[config.mk]
export PLATFORM = sky130hd
export DESIGN_NAME = patgen_pixel
export DESIGN_NICKNAME = d
export VERILOG_FILES = /design/src/rtl/patgen_pixel.sv
export SDC_FILE = /design/constraint.sdc
export NUM_CORES = 1
export LEC_CHECK = 0
export CAP_MARGIN = 20
export CORE_ASPECT_RATIO = 1.5
export CORE_MARGIN = 2
export CORE_UTILIZATION = 55
export CTS_CLUSTER_SIZE = 16
export DETAILED_ROUTE_END_ITERATION = 10
export PLACE_DENSITY_LB_ADDON = 0.12
export RECOVER_POWER = 25
export SLEW_MARGIN = 20
export SYNTH_ARGS = -nofsm -noshare
export SYNTH_HDL_FRONTEND = slang
export SYNTH_SLANG_ARGS = --single-unit
[constraint.sdc]
create_clock -name DCLK -period 3.67 [get_ports DCLK]
set_clock_uncertainty 0.1 [all_clocks]
set_input_delay 0.734 -clock DCLK [delete_from_list [all_inputs] [get_ports DCLK]]
set_output_delay 0.734 -clock DCLK [all_outputs]
set_load 0.02 [all_outputs]
[src/rtl/patgen_pixel.sv]
// Test-pattern pixel stage: turns timing-generator preDE/sync into registered RGB with DE/HSYNC/VSYNC delayed one DCLK.
// Optional white frame border on the active-area edges when PATGEN_BORDER_EN is defined.
module patgen_pixel #(
    parameter int BARW_VGA  = 80,
    parameter int BARW_XGA  = 128,
    parameter int BARW_SXGA = 160,
    parameter int CHK_BIT   = 5
) (
    input  logic        DCLK,
    input  logic        DRST_X,
    input  logic [1:0]  RESOL,
    input  logic [2:0]  MODE,
    input  logic        IN_HSYNC_X,
    input  logic        IN_VSYNC_X,
    input  logic        IN_preDE,
    input  logic [10:0] HCNT,
    input  logic [10:0] VCNT,
    output logic        DSP_HSYNC_X,
    output logic        DSP_VSYNC_X,
    output logic        DSP_DE,
    output logic [7:0]  DSP_R,
    output logic [7:0]  DSP_G,
    output logic [7:0]  DSP_B
);

    logic [10:0] xcnt;
    logic [10:0] ycnt;
    logic [10:0] bar_pos;
    logic [10:0] barw;
    logic [7:0]  fcnt;
    logic [2:0]  mode_q;
    logic [2:0]  bar_idx;
    logic        vs_d;
    logic        pde_d;
    logic        vs_fall;
    logic        pde_fall;
    logic [23:0] pix;
    logic        unused_ok;

    // HCNT/VCNT are for monitoring only; the datapath keeps its own counters.
    assign unused_ok = ^{HCNT, VCNT, xcnt[10], ycnt[10:8], fcnt[7:6]};

    always_comb begin
        case (RESOL)
            2'd1:    barw = 11'(BARW_XGA);
            2'd2:    barw = 11'(BARW_SXGA);
            default: barw = 11'(BARW_VGA);
        endcase
    end

    assign vs_fall  = vs_d & ~IN_VSYNC_X;
    assign pde_fall = pde_d & ~IN_preDE;

`ifdef PATGEN_BORDER_EN
    logic [10:0] hact;
    logic [10:0] vact;
    logic        on_border;

    always_comb begin
        case (RESOL)
            2'd1: begin
                hact = 11'd1024;
                vact = 11'd768;
            end
            2'd2: begin
                hact = 11'd1280;
                vact = 11'd1024;
            end
            default: begin
                hact = 11'd640;
                vact = 11'd480;
            end
        endcase
    end

    assign on_border = (xcnt == 11'd0) || (ycnt == 11'd0) ||
                       (xcnt == hact - 11'd1) || (ycnt == vact - 11'd1);
`endif

    // Bar colours follow the bit pattern of bar_idx: R off for 2,3,6,7, G off for 4..7, B off for odd bars.
    always_comb begin
        pix = 24'h0;
        case (mode_q)
            3'd0:    pix = {{8{~bar_idx[1]}}, {8{~bar_idx[2]}}, {8{~bar_idx[0]}}};
            3'd1:    pix = {3{xcnt[7:0]}};
            3'd2:    pix = {24{xcnt[CHK_BIT] ^ ycnt[CHK_BIT]}};
            3'd3:    pix = {24{xcnt[9:4] == fcnt[5:0]}};
            3'd4:    pix = {3{ycnt[7:0]}};
            default: pix = 24'h0;
        endcase
`ifdef PATGEN_BORDER_EN
        if (on_border) begin
            pix = 24'hFFFFFF;
        end
`endif
    end

    always_ff @(posedge DCLK or negedge DRST_X) begin
        if (!DRST_X) begin
            DSP_HSYNC_X <= 1'b1;
            DSP_VSYNC_X <= 1'b1;
            DSP_DE      <= 1'b0;
            DSP_R       <= 8'h0;
            DSP_G       <= 8'h0;
            DSP_B       <= 8'h0;
            xcnt        <= 11'd0;
            ycnt        <= 11'd0;
            fcnt        <= 8'd0;
            mode_q      <= 3'd0;
            bar_idx     <= 3'd0;
            bar_pos     <= 11'd0;
            vs_d        <= 1'b1;
            pde_d       <= 1'b0;
        end else begin
            DSP_HSYNC_X <= IN_HSYNC_X;
            DSP_VSYNC_X <= IN_VSYNC_X;
            DSP_DE      <= IN_preDE;
            {DSP_R, DSP_G, DSP_B} <= IN_preDE ? pix : 24'h0;
            vs_d        <= IN_VSYNC_X;
            pde_d       <= IN_preDE;

            if (IN_preDE) begin
                xcnt <= xcnt + 11'd1;
                if (bar_pos == barw - 11'd1) begin
                    bar_pos <= 11'd0;
                    if (bar_idx != 3'd7) begin
                        bar_idx <= bar_idx + 3'd1;
                    end
                end else begin
                    bar_pos <= bar_pos + 11'd1;
                end
            end else begin
                xcnt    <= 11'd0;
                bar_pos <= 11'd0;
                bar_idx <= 3'd0;
            end

            // Frame start wins over a line end landing in the same cycle.
            if (vs_fall) begin
                ycnt   <= 11'd0;
                mode_q <= MODE;
                fcnt   <= fcnt + 8'd1;
            end else if (pde_fall) begin
                ycnt <= ycnt + 11'd1;
            end
        end
    end

endmodule

==> results of run 1 <==
[worst max-delay path, cell delays in order]
cell	delay, ps
clkdlybuf4s50_1	480
inv_1	60
ha_1	300
a221o_1	390
nor4_2	460
mux2i_1	260
[final cells by class]
class / instances / area (µm²)
clock buffers: 10 / 137.6
clock inverters: 6 / 63.81
fillers: 435 / 1765
inverters: 11 / 41.29
multi-input cells: 200 / 1300
flip-flops and latches: 68 / 1704
well taps: 70 / 87.58
repair buffers: 42 / 391.6
[how the worst max path moves through the flow]
stage	from	to	slack [ps]	cells after the start
after floorplan	RESOL[0]	bar_pos[2]	1380	6
after global placement	RESOL[0]	bar_pos[3]	790	7
after detailed placement	RESOL[0]	bar_idx[1]	780	6
after CTS	RESOL[0]	bar_idx[1]	1130	6
after global routing	DRST_X	xcnt[2]	1010	2
final	RESOL[0]	bar_idx[1]	1140	6
[registers in the layout, summed over array words and instances, names as in the netlist, 3 cells and up]
name,flops
DSP_B,8
DSP_G,8
DSP_R,8
bar_idx,3
bar_pos,11
fcnt,6
mode_q,3
xcnt,10
ycnt,8
[kinds of logic (layout without fill, tap and decap cells)]
kind of cell	Yosys count	after routing	share of synthesized area, %
adder cells (fa/ha/maj)	9	9	3.593
flip-flops	68	68	54.37
multiplexers	3	3	0.9581
buffers and inverters	26	69	4.152
XOR/XNOR	36	36	10.30
AND/OR/NAND/NOR	104	104	16.57
AO/OA/AOI/OAI	48	48	10.06
[routing by layer]
metal	share of wire, %	track usage (%)	up-vias	routed length (µm)
li1	-	-	1082	-
met2	51	35.61	55	2820
met1	42	24.01	1091	2323
met3	3.3	4.519	17	183
met4	3.0	11.63	0	162
met5	0	0	-	0
[metrics by stage]
stage / total power (µW) / cells / hold slack, ps / instance area [µm²] / setup slack, ps
detailed placement: 1215 / 391 / 357.3 / 3533 / 776.2
floorplan: 1090 / 294 / 331.9 / 3134 / 1378
global route: 1915 / 407 / 126.7 / 3726 / 1010
finish: 1806 / 407 / 126.6 / 3726 / 1138
CTS: 1831 / 407 / 75.54 / 3735 / 1130
global placement: 1204 / 391 / 351.3 / 3533 / 786.5
[synthesized netlist by cell type, types with 2 or more instances]
cell type / number
dfrtp_1: 66
nand2_1: 30
a31oi_1: 24
nor2_1: 21
xnor2_1: 21
xor2_1: 14
inv_1: 11
nand3_1: 11
clkbuf_1: 9
ha_1: 9
or2_2: 9
a22oi_1: 8
nand4_1: 7
and2_1: 6
nor2b_1: 5
buf_6: 4
a211oi_1: 3
mux2i_1: 3
nor3_1: 3
o21ai_0: 3
o21ai_1: 3
or3_1: 3
a21boi_0: 2
a21oi_1: 2
buf_2: 2
dfstp_2: 2
nand2b_1: 2
[power groups by stage]
stage,sequential (µW),combinational [µW],clock (µW)
2_1_floorplan,934,156,0
3_3_place_gp,906,297,0
3_5_place_dp,910,305,0
4_1_cts,896,307,628
5_1_grt,906,340,668
6_report,894,302,610
==> impl_results.md, run 1 <==
- Status: finished, violations left
- Violated checks: capacitance limit, slew limit
- WL/cell: 13.49 µm
- Max Clk Rate: 395.0 MHz
- Die span in y: 96.46 µm
- Top cells by area, synth: dfrtp_1, xnor2_1, a31oi_1
- Final Util: 67.85%
- Final Max Slew Viols: 66
- Via density: 5.516
- DR vias: 2245
- Share of cells above drive strength 1: 10.09%
- Post-synth EDFFs: 0
- Leading area contributor after synthesis: dfrtp_1
- CTS H-tree depth: 3
- Hold WC Path Type: input port to asynchronous set/reset pin
- Sw power: 506.1 µW
- Reg2reg start: xcnt[5]
- FF-to-FF End: DSP_R[5]
- 1st-iter DRT viols: 132
- Initial Util: 57.07%
- Commonest non-fill, non-tap cell in the layout: dfrtp_1
- Leak: 0.001610 µW
- Layout area overhead: 18.88%
- Sequential fraction of the synthesis area: 54.37%
- Clock Power Share: 33.8%
- Worst skew pair latency: 340 ps
- CTS resizes: 0
- Worst Max-Slew Pin Slew: 1700 ps
- Switching share of power: 28.02%
- CTS Buf Count: 9
- IO buf count: 36
- Die area: 6331 µm²
- Tmin final: 2532 ps
- CTS Root Cell: clkbuf_8
- Synth unique cells: 38
- DRT Wirelength: 5490 µm
- Clk pin slew, worst setup/hold paths: 70 ps
- DP HPWL: 3955 µm
- Syn Area/Cell: 10.66 µm²
- Gate power share: 16.7%
- Max-cap viol count: 2
- Critical Path Sink Type: register
- First-pass GRT wire length: 9901 µm
- Int Power: 1300 µW
- First drt pass iteration count: 4
- CTS max path bufs: 2
- CTS Sinks: 68
- CTS Hold Bufs: 0
- # setup viols final: 0
- CTS tree: yes
- R2r setup slk: 1500 ps
- Initial antenna violation count: 0
- Mapped cell area: 3134 µm²
- Main synth FF type: dfrtp_1
- Yosys Warn Count: 0
- GRT Overall Usage: 20.81%
- Fraction of registers with async set/reset: 100.0%
- # IOs: 59
- Syn Nets: 335
- Die Width: 65.64 µm
- Nets: 373
- Period Utilization, post-route: 68.99%
- Core footprint: 5492 µm²
- RSZ-0062 raised after global routing: no
- Worst Reg-to-Reg Cells: 4
- Critical Path Start Type: input port
- Hold Fails Final Rpt: 0
- DRC Markers: 0
- Overflow after GRT: 0
- PwrDens: 484.7 nW/µm²
- WS Path Type: input port to register
- Rows: 33
- RePlAce Congestion: 0.8290
- Synth top area share: 52.69%
- # Post-CTS Setup Buffers: 0
- # diodes: 0
- Worst-path fanout max: 3
- Fin Setup TNS: 0 ps
- Sequential Power Share: 49.5%
- Maximum vdd ir drop: 366.9 µV
- Synthesized flop and latch total: 68
- Worst EP required: 3830 ps
- Synthesized instance count: 294
- Most frequent cells in the layout: dfrtp_1, clkdlybuf4s50_1, nand2_1, a31oi_1
- Largest net degree at the start of global routing: 35
- Vias in the first global route: 2203
- Relative slew slack: -13.30%
- Post-DRT Antenna Nets: 0
- Crit path arrival time: 2690 ps
Power figures use the tool's default switching activity.
==> run 2, diff against run 1 <==
CORE_UTILIZATION = 52   (was 55)
clock period = 2.55 ns   (was 3.67 ns; I/O delays follow)
==> run 2 against run 1 <==
  * The run still ends with capacitance limit, slew limit left
  * Flip-flop and latch count unchanged
  * Count of clock-buffer cells in the layout unchanged
  * Clock power increased by 44%
  * Die area increased by 5.5%
  * Combinational power increased by 43%
  * First-iteration DRC count decreased by 13%
  * Global-route usage decreased by 0.98 points
  * Wire length increased by 2.4%
  * Register-to-register slack got worse by 1100 ps
  * Via count decreased by 1.7%
  * Worst setup slack got worse by 870 ps
  * Non-clock buffer count increased by 1
  * Critical path type unchanged
  * Largest cell class unchanged
  * Largest power group unchanged
  * Highest routed layer unchanged
==> impl_results.md, run 2 (synthesis results as in run 1) <==
- Hold EP: bar_pos[0]
- Hold Fails Final Rpt: 0
- Reg2reg start: mode_q[2]
- CTS Root Cell: clkbuf_8
- CTS tree: yes
- Relative slew slack: -5.322%
- DRT Wirelength: 5620 µm
- Final instance area: 3744 µm²
- Initial antenna violation count: 0
- # setup viols final: 0
- Worst skew pair latency: 330 ps
- Final Non-Filler Cells: 410
- Worst-path fanout max: 3
- Worst path bufs/invs: 3
- RePlAce Congestion: 0.8155
- Most frequent cells in the layout: dfrtp_1, clkdlybuf4s50_1, nand2_1, a31oi_1
- Largest reg by FF count: bar_pos
- Die Width: 67.39 µm
- Final Max Slew Viols: 32
- Initial Util: 53.78%
- Delay of the slowest critical-path stage: 490 ps
- CTS H-tree depth: 3
- # IOs: 59
- Largest registers: bar_pos (11), xcnt (10)
- Period Utilization, post-route: 89.29%
- CP max stage cell: clkdlybuf4s50_1
- RSZ-0062 raised after global routing: no
- Crit path arrival time: 2430 ps
- CTS Sinks: 68
- Worst EP required: 2700 ps
- Cell Chain, Critical Path: clkdlybuf4s50_1, inv_1, ha_1, a221o_1, nor4_2, buf_4, mux2i_1
- Overflow after GRT: 0
- FF-to-FF End: DSP_R[6]
- Worst Reg-to-Reg Cells: 4
- CTS Hold Bufs: 0
- CTS Buf Count: 9
- Layout area overhead: 19.44%
- Worst Setup SP: RESOL[0]
- Critical Path Start Type: input port
- CTS max path bufs: 2
- Post-DRT Antenna Nets: 0
- Largest net degree at the start of global routing: 39
- Core footprint: 5828 µm²
- Max Clk Rate: 439.2 MHz
- Violated checks: capacitance limit, slew limit
- Top delay family on crit path: buffers and inverters
- First drt pass iteration count: 4
- DR vias: 2207
- CTS resizes: 0
- DRC Markers: 0
- IO buf count: 36
- Leak: 0.001624 µW
- Tmin final: 2277 ps
- Maximum vdd ir drop: 456.6 µV
- Min-Delay Startpoint: bar_pos[0]
- Hold WC Path Type: register to register
- Die span in y: 99.09 µm
- R2r setup slk: 370 ps
- WS Path Type: input port to register
- Via density: 5.383
- Die area: 6677 µm²
- 1st-iter DRT viols: 115
- Max-cap viol count: 1
- Dpl cell area: 3556 µm²
- Commonest non-fill, non-tap cell in the layout: dfrtp_1
- # Post-CTS Setup Buffers: 0
- Rows: 34
- Max reg flops: 11
- Vias in the first global route: 2270
- Hold depth: 1
- Clk pin slew, worst setup/hold paths: 70 ps
- Critical Path Sink Type: register
- Crit path depth: 7
- DP HPWL: 4137 µm
- First-pass GRT wire length: 9977 µm
- Nets: 374
- Placed Instances: 394
- WL/cell: 13.71 µm
- GRT Overall Usage: 19.83%
- # diodes: 0
- PwrDens: 693.8 nW/µm²
- Share of cells above drive strength 1: 10.95%
- Status: finished, violations left
- Worst Max-Slew Pin Slew: 1580 ps
==> run 2: cell count changes in the layout (fill, tap and decap cells not counted), sizes merged <==
cell | before | now
buf | 4 | 6
clkbuf | 13 | 12
clkdlybuf4s50 | 35 | 32
dlygate4sd3 | 0 | 3
==> run 2: worst max-delay path by stage <==
stage / to / slack (ps)
after floorplan: bar_pos[2] / 480
after global placement: bar_pos[6] / -20
after detailed placement: bar_pos[6] / -80
after CTS: bar_pos[6] / 300
after global routing: xcnt[7] / 110
final: bar_idx[2] / 270
==> run 2: report_power, final <==
part           leakage, µW  internal (µW)  switching (µW)
registers         0.000909           1190             102
clock network    0.0000983            476             400
logic             0.000617            207             226
total              0.00162           1870             728
==> run 2: area by class of cell <==
cell class | count | area (µm²)
well taps | 72 | 90.09
multi-input cells | 200 | 1300
repair buffers | 43 | 406.6
flip-flops and latches | 68 | 1704
fillers | 488 | 2085
clock buffers | 10 | 137.6
inverters | 11 | 41.29
clock inverters | 6 | 63.81
==> run 2: per-stage QoR <==
stage               util [%]  hold slack (ps)  total power, µW  setup slack (ps)  setup TNS, ps
global route           64.23            407.0             2748             105.8              0
CTS                    64.47            117.8             2638             302.6              0
global placement       61.01            352.6             1739            -18.52         -168.4
floorplan                  -            114.4             1569             481.7              0
detailed placement     61.01            360.6             1755            -77.77         -844.6
finish                 64.23            366.6             2597             273.2              0
==> run 2: per-layer routing <==
metal	routed length [µm]	share of wire, %	GRT usage [%]	up-vias
li1	-	-	-	1086
met1	2360	42	23.72	1064
met2	2985	53	32.83	47
met3	178	3.2	5.594	10
met4	96	1.7	8.320	0
met5	0	0	0	-
==> run 3, diff against run 2 <==
==> constraint.sdc (replaced) <==
create_clock -name DCLK -period 2.55 [get_ports DCLK]
set_clock_uncertainty 0.1 [all_clocks]
set_input_delay 0.3825 -clock DCLK [delete_from_list [all_inputs] [get_ports DCLK]]
set_output_delay 0.3825 -clock DCLK [all_outputs]
set_load 0.02 [all_outputs]
==> run 3 against run 2 <==
  * The run now ends clean
  * First-iteration DRC count up 23%
  * Sequential power about the same
  * Power down 0.45%
  * Wire length down 0.36%
  * Critical endpoint is now DSP_G[6]
  * Largest power group unchanged
==> impl_results.md, run 3 (synthesis results as in run 1) <==
- Final Max Slew Viols: 0
- Critical Path Sink Type: register
- Commonest non-fill, non-tap cell in the layout: dfrtp_1
- Initial Util: 53.78%
- Reg2reg start: mode_q[2]
- 1st-iter DRT viols: 141
- Relative slew slack: 43.24%
- Final instance area: 3751 µm²
- Area of the multi-input gates: 1300 µm²
- First-pass GRT wire length: 9694 µm
- Hold WC Path Type: input port to asynchronous set/reset pin
- Rows: 34
- Status: complete, no violations
- Layout area overhead: 19.68%
- CTS Hold Bufs: 1
- Total power: 2586 µW
- Die span in y: 99.09 µm
- # IOs: 59
- Max reg flops: 11
- IO buf count: 36
- CTS Root Cell: clkbuf_8
- Die Width: 67.39 µm
- CTS H-tree depth: 3
- Dpl cell area: 3563 µm²
- FF-to-FF End: DSP_G[6]
- Leak: 0.001634 µW
- Worst Max-Slew Pin Slew: 851.5 ps
- Max-cap viol count: 0
- Clk pin slew, worst setup/hold paths: 70 ps
- RePlAce Congestion: 0.8172
- CTS tree: yes
- Hold Fails Final Rpt: 0
- Max Clk Rate: 458.2 MHz
- Initial antenna violation count: 0
- # Post-CTS Setup Buffers: 0
- Fin Setup TNS: 0 ps
- RSZ-0062 raised after global routing: no
- WL/cell: 13.63 µm
- DRT Wirelength: 5600 µm
- Via density: 5.404
- Overflow after GRT: 0
- Largest registers: bar_pos (11), xcnt (10)
- Critical Path Start Type: register
- CTS resizes: 0
- Worst EP required: 2690 ps
- Post-DRT Antenna Nets: 0
- WS Path Type: register to register
- Hold Worst Slack: 322.7 ps
- R2r setup slk: 370 ps
- Period Utilization, post-route: 85.59%
- Worst skew pair latency: 340 ps
- Die area: 6677 µm²
- GRT Overall Usage: 19.29%
- Largest reg by FF count: bar_pos
- Worst-path fanout max: 24
- DR vias: 2221
- # diodes: 0
- PwrDens: 689.3 nW/µm²
- Nets: 376
- CTS Buf Count: 9
- Tmin final: 2182 ps
- Storage cell area: 1704 µm²
- # setup viols final: 0
- DP HPWL: 4117 µm
- Share of cells above drive strength 1: 10.32%
- Most frequent cells in the layout: dfrtp_1, clkdlybuf4s50_1, nand2_1, a31oi_1
- Vias in the first global route: 2213
- Largest net degree at the start of global routing: 38
- Core footprint: 5828 µm²
- DRC Markers: 0
- First drt pass iteration count: 4
- CTS max path bufs: 2
- CTS Sinks: 68
- Maximum vdd ir drop: 443.6 µV
- Worst Reg-to-Reg Cells: 4
- Crit path arrival time: 2320 ps
- Filler cells: 497
[run 3: worst max-delay path by stage]
stage                     depth (start not counted)         end  slack, ps  startpoint
after floorplan                                   6  bar_pos[2]        610    RESOL[0]
after global routing                              4    DSP_R[7]        230   mode_q[2]
after detailed placement                          7  bar_pos[8]         50    RESOL[0]
after global placement                            7  bar_pos[9]        100    RESOL[0]
final                                             4    DSP_G[6]        370   mode_q[2]
after CTS                                         4    DSP_G[4]        370   mode_q[2]
[run 3: per-layer routing]
metal / global-route usage, % / up-vias / wire length (µm)
li1: - / 1091 / -
met1: 23.15 / 1076 / 2390
met2: 31.23 / 42 / 2846
met3: 4.566 / 12 / 191
met4: 10.68 / 0 / 172
met5: 0 / - / 0
[run 3: area by class of cell]
type | instances | area share, %
Inverter | 11 | 1.101
Tap cell | 72 | 2.402
Timing Repair Buffer | 45 | 11.24
Clock buffer | 13 | 4.236
Sequential cell | 68 | 45.43
Clock inverter | 2 | 0.9340
Multi-Input combinational cell | 200 | 34.66
[run 3: through the flow]
stage | util, % | std cells | setup WS [ps]
4_1_cts | 64.64 | 411 | 371.1
3_5_place_dp | 61.14 | 395 | 47.35
2_1_floorplan | - | 294 | 609.2
6_report | 64.36 | 411 | 367.6
3_3_place_gp | 61.14 | 395 | 103.5
5_1_grt | 64.36 | 411 | 229.1
[run 3: report_power, final]
| group | switching [µW] | total, µW | internal [µW] |
|---|---|---|---|
| logic | 223 | 431 | 208 |
| clock network | 366 | 865 | 499 |
| registers | 102 | 1290 | 1190 |
[run 3: worst max-delay path, cell delays in order, from the launching register on]
cell and delay [ps]:
dfrtp_1 420, and2b_1 380, nand3_1 110, or4_1 780, a31oi_1 300
